`src/rtl/fifo_stream_reader_pkg.sv`:
```
// Shared types and constants for the FIFO stream reader and its skid buffer.
package fifo_stream_reader_pkg;

  typedef enum logic [1:0] {
    StIdle  = 2'd0,
    StRun   = 2'd1,
    StFlush = 2'd2
  } state_e;

  localparam int unsigned SkidDepth = 2;

endpackage

```
`src/rtl/stream_skid_buf.sv`:
```
// Two-entry FIFO-ordered skid buffer; head entry is presented directly from a register.
module stream_skid_buf
  import fifo_stream_reader_pkg::*;
#(
  parameter int unsigned Width = 8
) (
  input  logic             clk,
  input  logic             rstn,
  input  logic             clr,
  input  logic             push,
  input  logic [Width-1:0] push_data,
  input  logic             pop,
  output logic [Width-1:0] head_data,
  output logic             head_valid,
  output logic [1:0]       count
);

  logic [Width-1:0] head_q, head_d, tail_q, tail_d;
  logic [1:0]       cnt_q, cnt_d;
  logic             pop_eff;

  assign pop_eff = pop && (cnt_q != 2'd0);

  always_comb begin
    head_d = head_q;
    tail_d = tail_q;
    cnt_d  = cnt_q;
    if (clr) begin
      head_d = '0;
      tail_d = '0;
      cnt_d  = 2'd0;
    end else begin
      case ({push, pop_eff})
        2'b10: begin
          if (cnt_q == 2'd0) begin
            head_d = push_data;
            cnt_d  = 2'd1;
          end else if (cnt_q == 2'd1) begin
            tail_d = push_data;
            cnt_d  = 2'd2;
          end
        end
        2'b01: begin
          if (cnt_q == 2'(SkidDepth)) head_d = tail_q;
          cnt_d = cnt_q - 2'd1;
        end
        2'b11: begin
          if (cnt_q == 2'd1) begin
            head_d = push_data;
          end else begin
            head_d = tail_q;
            tail_d = push_data;
          end
        end
        default: ;
      endcase
    end
  end

  always_ff @(posedge clk or negedge rstn) begin
    if (!rstn) begin
      head_q <= '0;
      tail_q <= '0;
      cnt_q  <= 2'd0;
    end else begin
      head_q <= head_d;
      tail_q <= tail_d;
      cnt_q  <= cnt_d;
    end
  end

  assign head_data  = head_q;
  assign head_valid = (cnt_q != 2'd0);
  assign count      = cnt_q;

  // Upstream credit logic must never push into a full buffer without a pop.
  assert property (@(posedge clk) disable iff (!rstn)
                   !(push && !clr && !pop_eff && (cnt_q == 2'(SkidDepth))))
    else $error("stream_skid_buf overflow");

endmodule

```
`src/rtl/fifo_stream_reader.sv`:
```
// FIFO read-side engine: credit-based read strobes, skid buffering, packet framing, flush.
module fifo_stream_reader
  import fifo_stream_reader_pkg::*;
#(
  parameter int unsigned FBITS = 8,
  parameter int unsigned PKT_W = 8
) (
  input  logic             clk,
  input  logic             rstn,
  input  logic             en,
  input  logic             flush,
  input  logic [PKT_W-1:0] pkt_len,
  input  logic             fifo_empty,
  input  logic [FBITS-1:0] fifo_dout,
  input  logic             fifo_dout_valid,
  output logic             fifo_rd,
  output logic             fifo_clr,
  output logic [FBITS-1:0] out_data,
  output logic             out_valid,
  output logic             out_last,
  input  logic             out_ready,
  output logic             busy,
  output logic [PKT_W-1:0] beat_cnt
);

  state_e           state_q, state_d;
  logic             phase_q, phase_d;
  logic             inflight_q;
  logic [PKT_W-1:0] beat_q, beat_d;
  logic [PKT_W-1:0] plen_q, plen_d, plen_eff;
  logic [1:0]       buf_cnt;
  logic             buf_valid, pop, push;
  logic [2:0]       credit;

  stream_skid_buf #(
    .Width (FBITS)
  ) u_skid (
    .clk        (clk),
    .rstn       (rstn),
    .clr        (flush),
    .push       (push),
    .push_data  (fifo_dout),
    .pop        (pop),
    .head_data  (out_data),
    .head_valid (buf_valid),
    .count      (buf_cnt)
  );

  // FSM state register
  always_ff @(posedge clk or negedge rstn) begin
    if (!rstn) begin
      state_q <= StIdle;
      phase_q <= 1'b0;
    end else begin
      state_q <= state_d;
      phase_q <= phase_d;
    end
  end

  // FSM next state; flush restarts the two-cycle FLUSH sequence from any state
  always_comb begin
    state_d = state_q;
    phase_d = phase_q;
    if (flush) begin
      state_d = StFlush;
      phase_d = 1'b0;
    end else begin
      unique case (state_q)
        StIdle: if (en) state_d = StRun;
        StRun:  if (!en && !inflight_q && (buf_cnt == 2'd0)) state_d = StIdle;
        StFlush: begin
          if (phase_q) begin
            state_d = en ? StRun : StIdle;
            phase_d = 1'b0;
          end else begin
            phase_d = 1'b1;
          end
        end
        default: state_d = StIdle;
      endcase
    end
  end

  // FSM outputs
  always_comb begin
    pop      = buf_valid && out_ready;
    credit   = {1'b0, buf_cnt} + {2'b00, inflight_q} - {2'b00, pop};
    fifo_rd  = (state_q == StRun) && en && !fifo_empty && !flush && (credit < 3'd2);
    fifo_clr = (state_q == StFlush) && !phase_q;
    // Words arriving during or at the start of a flush are stale.
    push     = fifo_dout_valid && !flush && (state_q != StFlush);
    busy     = inflight_q || (buf_cnt != 2'd0) || (state_q == StFlush);
  end

  // Packet length is sampled continuously while at beat 0, then frozen for the packet.
  always_comb begin
    if (beat_q == '0) begin
      plen_eff = (pkt_len == '0) ? PKT_W'(1) : pkt_len;
    end else begin
      plen_eff = plen_q;
    end
    plen_d   = plen_eff;
    out_last = buf_valid && (beat_q == plen_eff - PKT_W'(1));
    beat_d   = beat_q;
    if (flush) begin
      beat_d = '0;
    end else if (pop) begin
      beat_d = out_last ? '0 : beat_q + PKT_W'(1);
    end
  end

  always_ff @(posedge clk or negedge rstn) begin
    if (!rstn) begin
      inflight_q <= 1'b0;
      beat_q     <= '0;
      plen_q     <= PKT_W'(1);
    end else begin
      inflight_q <= fifo_rd;
      beat_q     <= beat_d;
      plen_q     <= plen_d;
    end
  end

  assign out_valid = buf_valid;
  assign beat_cnt  = beat_q;

endmodule

```
`config.mk`:
```
export PLATFORM = sky130hd
export DESIGN_NAME = fifo_stream_reader
export DESIGN_NICKNAME = d
export VERILOG_FILES = /design/src/rtl/fifo_stream_reader_pkg.sv /design/src/rtl/stream_skid_buf.sv /design/src/rtl/fifo_stream_reader.sv
export SDC_FILE = /design/constraint.sdc
export NUM_CORES = 1
export LEC_CHECK = 0
export BUFFER_PORTS_ARGS = -buffer_cell sky130_fd_sc_hd__buf_2
export CAP_MARGIN = 0
export CORE_MARGIN = 8
export CORE_UTILIZATION = 50
export CTS_BUF_LIST = sky130_fd_sc_hd__clkbuf_8 sky130_fd_sc_hd__clkbuf_16
export DETAILED_ROUTE_END_ITERATION = 8
export PLACE_DENSITY_LB_ADDON = 0.2
export SLEW_MARGIN = 10
export SYNTH_ARGS = -nofsm -noshare
export SYNTH_HDL_FRONTEND = slang
export SYNTH_SLANG_ARGS = --single-unit
```
`constraint.sdc`:
```
create_clock -name clk -period 2.7 [get_ports clk]
set_input_delay 0.27 -clock clk [delete_from_list [all_inputs] [get_ports clk]]
set_output_delay 0.27 -clock clk [all_outputs]
set_load 0.03 [all_outputs]
```
* After elaboration in Yosys (flattened, before gate mapping) *
Cells that the tools add are included.
W data, S select, Z words.

cells by class
  add/subtract/negate cells = 5
  order comparisons = 1
  equal/unequal tests = 17
  muxes and demuxes = 27
  reduce and logical (&&, ||, !) cells = 33

operators by type and width
  kind                   number
  $mux W8                12
  $pmux W8 S3            1
  $ne A3 B3 Y1 const B   6
  $logic_not A8 Y1       2
  $pmux W8 S2            1
  $mux W2                7
  $logic_and A1 B1 Y1    12
  $reduce_and A3 Y1      3
  $add A8 B1 Y8 const B  1
  $eq A2 B2 Y1 const B   4
  $eq A8 B8 Y1           1
  $sub A8 B1 Y8 const B  1
  $eq A2 B1 Y1 const B   3
  $pmux W2 S3            1
  $reduce_bool A2 Y1     3
  $reduce_bool A3 Y1     2
  $logic_not A1 Y1       5
  $logic_not A2 Y1       2
  $mux W1                4
  $ne A4 B3 Y1 const B   1
  $pmux W2 S2            1
  $reduce_bool A4 Y1     1
  $add A2 B1 Y3          1
  $lt A3 B2 Y1 const B   1
  other kinds (6)        7

storage, ports and cells
  bits in registers = 38
  input bits = 23
  output and inout bits = 21
  word-level logic and storage cells = 91

* Logic depth before layout (Yosys ltp) *
Gate-level depths: netlist of the first run.

  depth after elaboration = 9
  depth in mapped cells = 13

* Hierarchy *
Synthesis of the first run repeated with hierarchy kept, for this count alone.

unflattened totals
  cells, all modules = 294
  area, all modules = 2805.2 um^2

modules (own cells, without submodules)
  module              instances  cells each  area each (um^2)
  fifo_stream_reader  1          167         1530.2
  stream_skid_buf     1          127         1275.0

* Least setup slack after synthesis of the first run *
No wires, ideal clock.

  path kind = reg2out
  start point = register u_skid.cnt_q[0], in the netlist u_skid.count[0]
  end point = output port fifo_rd
  arrival = 3.412 ns
  data required time = 2.430 ns
  setup slack = -0.982 ns
  stages on the path, launching flop included = 11
  buffers on the path = 0
  path through = dfrtp_1 -> inv_1 -> ha_1 -> inv_1 -> nand2_1 -> clkinv_1 -> ha_1 -> nand2b_1 -> fa_1 -> xor2_1 -> nor4b_1

on the way
  cells in the longest elaborated chain, start to end = 5
  elaborated cells between the ends (all ways) = 6

RTL lines
  element                   line                      source
  start: declaration        stream_skid_buf.sv:19     logic [1:0] cnt_q, cnt_d;
  start signal: assignment  stream_skid_buf.sv:68     cnt_q <= cnt_d;
  $reduce_bool A2 Y1        stream_skid_buf.sv:73     assign head_valid = (cnt_q != 2'd0);
  net out_valid             fifo_stream_reader.sv:19  output logic out_valid,
  $logic_and A1 B1 Y1       fifo_stream_reader.sv:86  pop = buf_valid && out_ready;
  $sub A3 B1 Y3             fifo_stream_reader.sv:87  credit = {1'b0, buf_cnt} + {2'b00, inflight_q} - {2'b00, pop};
  $lt A3 B2 Y1              fifo_stream_reader.sv:88  fifo_rd = (state_q == StRun) && en && !fifo_empty && !flush && (credit < 3'd2);
  $logic_and A1 B1 Y1       fifo_stream_reader.sv:88
  end: declaration          fifo_stream_reader.sv:16  output logic fifo_rd,

The timed path passes the listed nets, and every way through them passes these cells.

* Worst setup path in the final report of the first run *
  start point = register beat_q[0], in the netlist beat_cnt[0]
  end point = output port out_last

on the way
  cells in the longest elaborated chain, start to end = 5

RTL lines
  element                   line                       source
  start: declaration        fifo_stream_reader.sv:29   logic [PKT_W-1:0] beat_q, beat_d;
  start signal: assignment  fifo_stream_reader.sv:119  beat_q <= beat_d;
  $logic_not A8 Y1          fifo_stream_reader.sv:97   if (beat_q == '0) begin
  $mux W8                   fifo_stream_reader.sv:97
  $sub A8 B1 Y8             fifo_stream_reader.sv:103  out_last = buf_valid && (beat_q == plen_eff - PKT_W'(1));
  $eq A8 B8 Y1 (*)          fifo_stream_reader.sv:103
  $logic_and A1 B1 Y1 (*)   fifo_stream_reader.sv:103
  end: declaration          fifo_stream_reader.sv:20   output logic out_last,

Every way passes the cells marked *; elsewhere a longest branch is shown, timed or not.

==> results.cfg, run 1 <==
[timing]
slew_violations = 0
setup_slack_ns = -0.195
max_freq_ghz = 0.345
worstMarginPinSlew_ns = 0.875
fin_crit_ns = 2.90
hold_violations = 0
rsz0062_at_grt = true
fin_crit_sh_pct = 107
timing.final.setup_violations = 1
finalSetupTns_ns = -0.195
relSlewSlack_pct = 41.7
skew_ns = 0.00493

[route]
ant_nets = 0
drt_iter0_drc = 86
drt_first_pass_iters = 4
vias_per_cell = 5.71
drc = 0
routedWlPerCell_um = 16.1
vias = 2360
wl_um = 6640

[run]
maxCapViolations = 0

[floorplan]
start_util_pct = 51.8
dieArea_um2 = 7390
io_pins = 44
die_h_um = 86.0
dieWidth_um = 86.0
rows = 25
core-area_um2 = 4720

[global_routing]
grt_use_total_pct = 18.2
grt_pass1_vias = 2350
grt_start_max_net_pins = 39
grt_pass1_wl_um = 10900
antenna_found_initial = 0
overflow = 0

[outcome]
outcome = finished with violations
violations = setup timing

[critical_path]
cpMostUsedCell = ha_4
path_class = flop to output pin
cp_max_fo = 5
path_buf_inv = 2
crit_family = simple AND/OR/NAND/NOR gates
cp_slowest_stage_delay_ns = 0.52
path_cells = inv_2, ha_4, or4b_4, nor2_8, a21o_4, ha_4, xor2_2, a21o_1, nand4_1, nand4b_4, nor2_4, buf_6
cp-start-kind = flop
critPathSlowestCell = or4b_4
r2r_slack_ns = 0.03
worstPathArrival_ns = 2.63
cp.required_ns = 2.43
end_kind = output pin

[synth]
yosysUniqueCellTypes = 54
synth-main-ff-cell = dfrtp_1
synth_edf_count = 0
ys_seq_elements = 38
ys_seq_area_share_pct = 38.9
async_flop_share_pct = 100
synthCells = 276
syn_nets = 307
synth_top_area_cell = dfrtp_1
synth_area_leaders = dfrtp_1 38%, nand2_1 5.5%, o21ai_0 5.3%
yosysWarnings = 0
syn_area_per_cell_um2 = 8.87
synth_area_um2 = 2450
synth_top_cell_area_share_pct = 37.8

[clocking]
htree_levels = 2
cts.sinks = 38
numCtsBuffers = 5
clock_tree.root_cell = clkbuf_8
cts.clk_slew.worst_paths_ns = 0.08
worstSkewPairLatency_ns = 0.29
clock_path_buffers = 2
cts_tree = done

[power]
irDropWorstVdd_uv = 585
power.static_leakage_nw = 1.48
cellPowerDensity_nw_per_um2 = 880
total_power_mw = 2.85

[placement]
dpl_worst_slack_ns = 0.0526
place.gp.congestion = 0.853
place_area_um2 = 2950
hpwl_um = 4730
io_buffers = 43

[layout]
syn_to_final_growth_pct = 32.3
nets = 376
finalInstanceArea_um2 = 3240
insertedDiodeCount = 0
drive_gt1_share_pct = 34.7

[min_path]
hp-class = input pin to async pin
[registers in the layout (all words and copies together), names as in the netlist]
register / count
inflight_q: 1
u_skid.tail_q: 8
u_skid.head_data: 8
state_q: 2
u_skid.count: 2
phase_q: 1
plen_q: 8
beat_cnt: 8
[synthesized netlist by cell type (2+ instances only)]
library cell and instances:
dfrtp_1 37, clkbuf_1 7, or3_1 2, ha_1 7, nand2_1 36, and3_1 3, inv_1 8, nor4b_1 4
nor3_1 8, mux2i_1 10, nand3_1 10, buf_6 2, buf_2 3, xor2_1 5, a21oi_1 19, a21o_1 2
nor3b_1 2, nand2b_1 9, a211oi_1 4, a21oi_2 2, nor2_1 12, nor2b_1 5, a22oi_1 8, o31ai_1 3
o21ai_0 26, o22ai_1 4, nor4_1 6, o211ai_1 5, xnor2_1 2
[final timing paths]
check / start / endpoint / cells past startpoint
worst max register to register: beat_cnt[0] / beat_cnt[6] / 13
worst max-delay path: beat_cnt[0] / out_last / 12
min in group clk: fifo_empty / inflight_q / 2
worst min-delay path: rstn / inflight_q / 1
worst min register to register: u_skid.head_data[7] / u_skid.head_data[7] / 2
max in group asynchronous: rstn / beat_cnt[5] / 1
[power by group]
group	total (mW)	internal (mW)	switching, mW
clock network	0.607	0.394	0.212
registers	0.843	0.713	0.130
logic	1.40	0.614	0.788
total	2.85	1.72	1.13
[repair_timing]
item,4_1_cts,5_1_grt
setup buffers,6,2
pin swaps,8,2
setup endpoints to repair,7,10
hold buffers,0,0
resized for setup,15,7
[cell usage in the layout, fill, tap and decap left out, types with 2 or more instances in the layout]
cell type,n
nand2_1,34
inv_2,4
mux2i_1,9
xor2_1,3
o21ai_1,3
nor2b_1,5
and3_1,3
nor3_1,7
or3_1,2
nand2b_1,8
dfrtp_2,3
buf_6,2
nor3b_1,2
o21ai_0,23
a21oi_2,2
xor2_2,2
inv_1,3
a22oi_1,8
o31ai_1,3
nor4b_1,2
a21oi_1,19
clkbuf_8,6
ha_4,4
nor4b_4,2
buf_4,32
a21o_1,2
a211oi_1,4
bufinv_16,2
ha_1,3
nor4_1,5
nor2_1,11
nand3_1,10
o22ai_1,4
dfrtp_1,34
buf_2,41
xnor2_1,2
inv_4,2
o211ai_1,5
[metrics by stage]
stage	utilization, %	std cells	hold WS (ns)
2_1_floorplan	-	276	-0.0256
3_3_place_gp	62.4	397	0.438
3_5_place_dp	62.4	397	0.441
4_1_cts	67.7	411	0.122
5_1_grt	68.6	413	0.150
6_report	68.6	413	0.0922
[per-layer routing]
metal | track usage, % | part of all wire (%) | routed length, um
met1 | 20.3 | 41 | 2710
met2 | 33.2 | 54 | 3590
met3 | 4.49 | 4.2 | 280
met4 | 4.62 | 0.90 | 60
met5 | 0 | 0 | 0
[area by class of cell]
cell class	count	area, um^2
Inverter	10	47.5
Clock inverter	2	60.1
Tap cell	67	83.8
Clock buffer	6	82.6
Timing Repair Buffer	75	468
Multi-Input combinational cell	215	1540
Fill cell	374	1480
Sequential cell	38	956
[kinds of logic (layout without fill, tap and decap cells)]
group	after synthesis	count (layout)	share of synthesized area, %
AO/OA/AOI/OAI	85	85	22.4
buffers and inverters	23	93	4.39
XOR/XNOR	7	7	2.50
AND/OR/NAND/NOR	104	104	22.8
adder cells (fa/ha/maj)	8	8	4.39
multiplexers	11	11	4.65
flip-flops	38	38	38.9
[worst reg2reg max path, stage by stage, from the launching register on]
cell and delay, ns:
dfrtp_2 0.41, inv_2 0.08, ha_4 0.13, or4b_4 0.52, nor2_8 0.14, a21o_4 0.14, ha_4 0.14, xor2_2 0.16
a21o_1 0.11, nand4_1 0.08, nand4b_4 0.20, buf_4 0.19, o22ai_1 0.16, a21oi_1 0.09
Note: power is estimated with default switching activity, not from simulation.
==> run 2: changes to the inputs <==
- CORE_ASPECT_RATIO: not set -> 0.9
- CORE_UTILIZATION: 50 -> 40
==> run 2 against run 1 <==
  * Count of clock-buffer cells in the layout fell by 1
  * Cell area rose by 0.89%
  * Global-route usage fell by 2.7 points
  * Flip-flop and latch count did not move
  * The run still ends with setup timing left
  * Critical path depth did not move
  * Non-clock buffer count rose by 2
  * Maximum frequency rose by 1.3%
  * Sequential share of layout area fell by 0.26 points
  * Routed wire length rose by 2.2%
  * Register-to-register slack improved by 0.02 ns
  * Core utilization fell by 14 points
==> results.cfg, run 2 (synthesis results as in run 1) <==
[timing]
fin_crit_ns = 2.86
max_freq_ghz = 0.350
slew_violations = 0
setup_slack_ns = -0.158
fin_crit_sh_pct = 106
relSlewSlack_pct = 40.8
hold_violations = 0
rsz0062_at_grt = true
timing.final.setup_violations = 1
worstMarginPinSlew_ns = 0.888
skew_ns = 0.00656
finalSetupTns_ns = -0.158

[power]
swShare_pct = 40.0
clockPowerShare_pct = 20.8
power.static_leakage_nw = 1.50
p_comb_share_pct = 49.4
seq_power_share_pct = 29.8
total_power_mw = 2.83
irDropWorstVdd_uv = 470
p_int_mw = 1.70
p_switching_mw = 1.13
cellPowerDensity_nw_per_um2 = 867

[global_routing]
grt_pass1_wl_um = 11300
grt_use_total_pct = 15.5
grt_pass1_vias = 2272
antenna_found_initial = 0
overflow = 0
grt_start_max_net_pins = 39

[clocking]
cts_tree = done
clock_tree.root_cell = clkbuf_8
clock_path_buffers = 2
worstSkewPairLatency_ns = 0.29
numCtsBuffers = 5
htree_levels = 2
cts.clk_slew.worst_paths_ns = 0.08
cts_hold_buf = 0
cts.sinks = 38

[floorplan]
dieWidth_um = 98.5
io_pins = 44
start_util_pct = 40.7
dieArea_um2 = 8880
rows = 27
core-area_um2 = 6010
die_h_um = 90.2

[placement]
place.gp.congestion = 0.873
hpwl_um = 4880
io_buffers = 43

[run]
maxCapViolations = 0

[route]
vias = 2322
vias_per_cell = 5.53
drt_first_pass_iters = 4
drc = 0
wl_um = 6790
drt_iter0_drc = 148
routedWlPerCell_um = 16.2
ant_nets = 0

[critical_path]
end_kind = output pin
cp-start-kind = flop
path_class = flop to output pin
r2r_slack_ns = 0.05
worstPathArrival_ns = 2.59
cp.required_ns = 2.43
cp_max_fo = 3

[outcome]
outcome = finished with violations
violations = setup timing

[layout]
nets = 378
syn_to_final_growth_pct = 33.5
final_common_cell = buf_2
fillers = 556
insertedDiodeCount = 0
drive_gt1_share_pct = 35.3
mostFrequentLayoutCells = 41 x buf_2, 34 x nand2_1, 34 x dfrtp_1

[min_path]
hp-class = input pin to async pin
-- run 2: cell count changes in the layout (fill, tap and decap cells not counted), sizes merged --
cell	delta
clkinv	+1
buf	+2
clkbuf	-1
-- run 2: power groups by stage --
stage | clock (mW) | combinational [mW] | sequential [mW]
finish | 0.588 | 1.40 | 0.845
global route | 0.626 | 1.53 | 0.864
CTS | 0.606 | 1.40 | 0.839
detailed placement | 0 | 1.26 | 0.847
global placement | 0 | 1.24 | 0.842
floorplan | 0 | 0.844 | 0.875
-- run 2: worst paths after layout --
kind,from,endpoint,cells after the start
worst max-delay path,beat_cnt[0],out_last,12
worst min-delay path,rstn,plen_q[2],1
worst max register to register,beat_cnt[0],beat_cnt[4],13
worst min register to register,u_skid.head_data[6],u_skid.head_data[6],2
max in group asynchronous,rstn,beat_cnt[5],1
min in group clk,pkt_len[7],plen_q[7],3
-- run 2: through the flow --
| stage | cells | instance area (um^2) | setup slack (ns) | util [%] | hold slack [ns] |
|---|---|---|---|---|---|
| CTS | 420 | 3260 | -0.168 | 54.2 | 0.125 |
| global route | 420 | 3270 | -0.299 | 54.4 | 0.162 |
| floorplan | 276 | 2530 | -0.0961 | - | -0.0256 |
| finish | 420 | 3270 | -0.158 | 54.4 | 0.0920 |
| detailed placement | 402 | 2950 | -0.0840 | 49.1 | 0.452 |
| global placement | 402 | 2950 | -0.0311 | 49.1 | 0.450 |
-- run 2: final cells by class --
cell class / instances / area [um^2] / share of cell area, %
multi-input combinational: 215 / 1550 / 47.5
sequential: 38 / 956 / 29.2
timing repair buffer: 77 / 487 / 14.9
tap: 72 / 90.1 / 2.76
clock buffer: 5 / 68.8 / 2.10
clock inverter: 3 / 68.8 / 2.10
inverter: 10 / 47.5 / 1.45
-- run 2: critical path, cell delays in order, from the launching register on --
cell	delay [ns]
dfrtp_2	0.41
inv_2	0.07
ha_4	0.12
or4b_4	0.50
nor2_8	0.11
a21o_4	0.15
ha_4	0.16
xor2_2	0.14
a21o_1	0.10
nand4_1	0.09
nand4b_4	0.20
nor2_4	0.11
buf_6	0.13
-- run 2: layer usage --
metal	routed length [um]	track usage, %
met1	3280	21.4
met2	3080	23.4
met3	343	3.54
met4	74	4.60
met5	0	0
-- run 2: timing repair --
action                                  4_1_cts  5_1_grt
endpoints found under the setup margin       10       10
buffers inserted                             11        0
pin swaps                                    13        0
resized for setup                            21        3
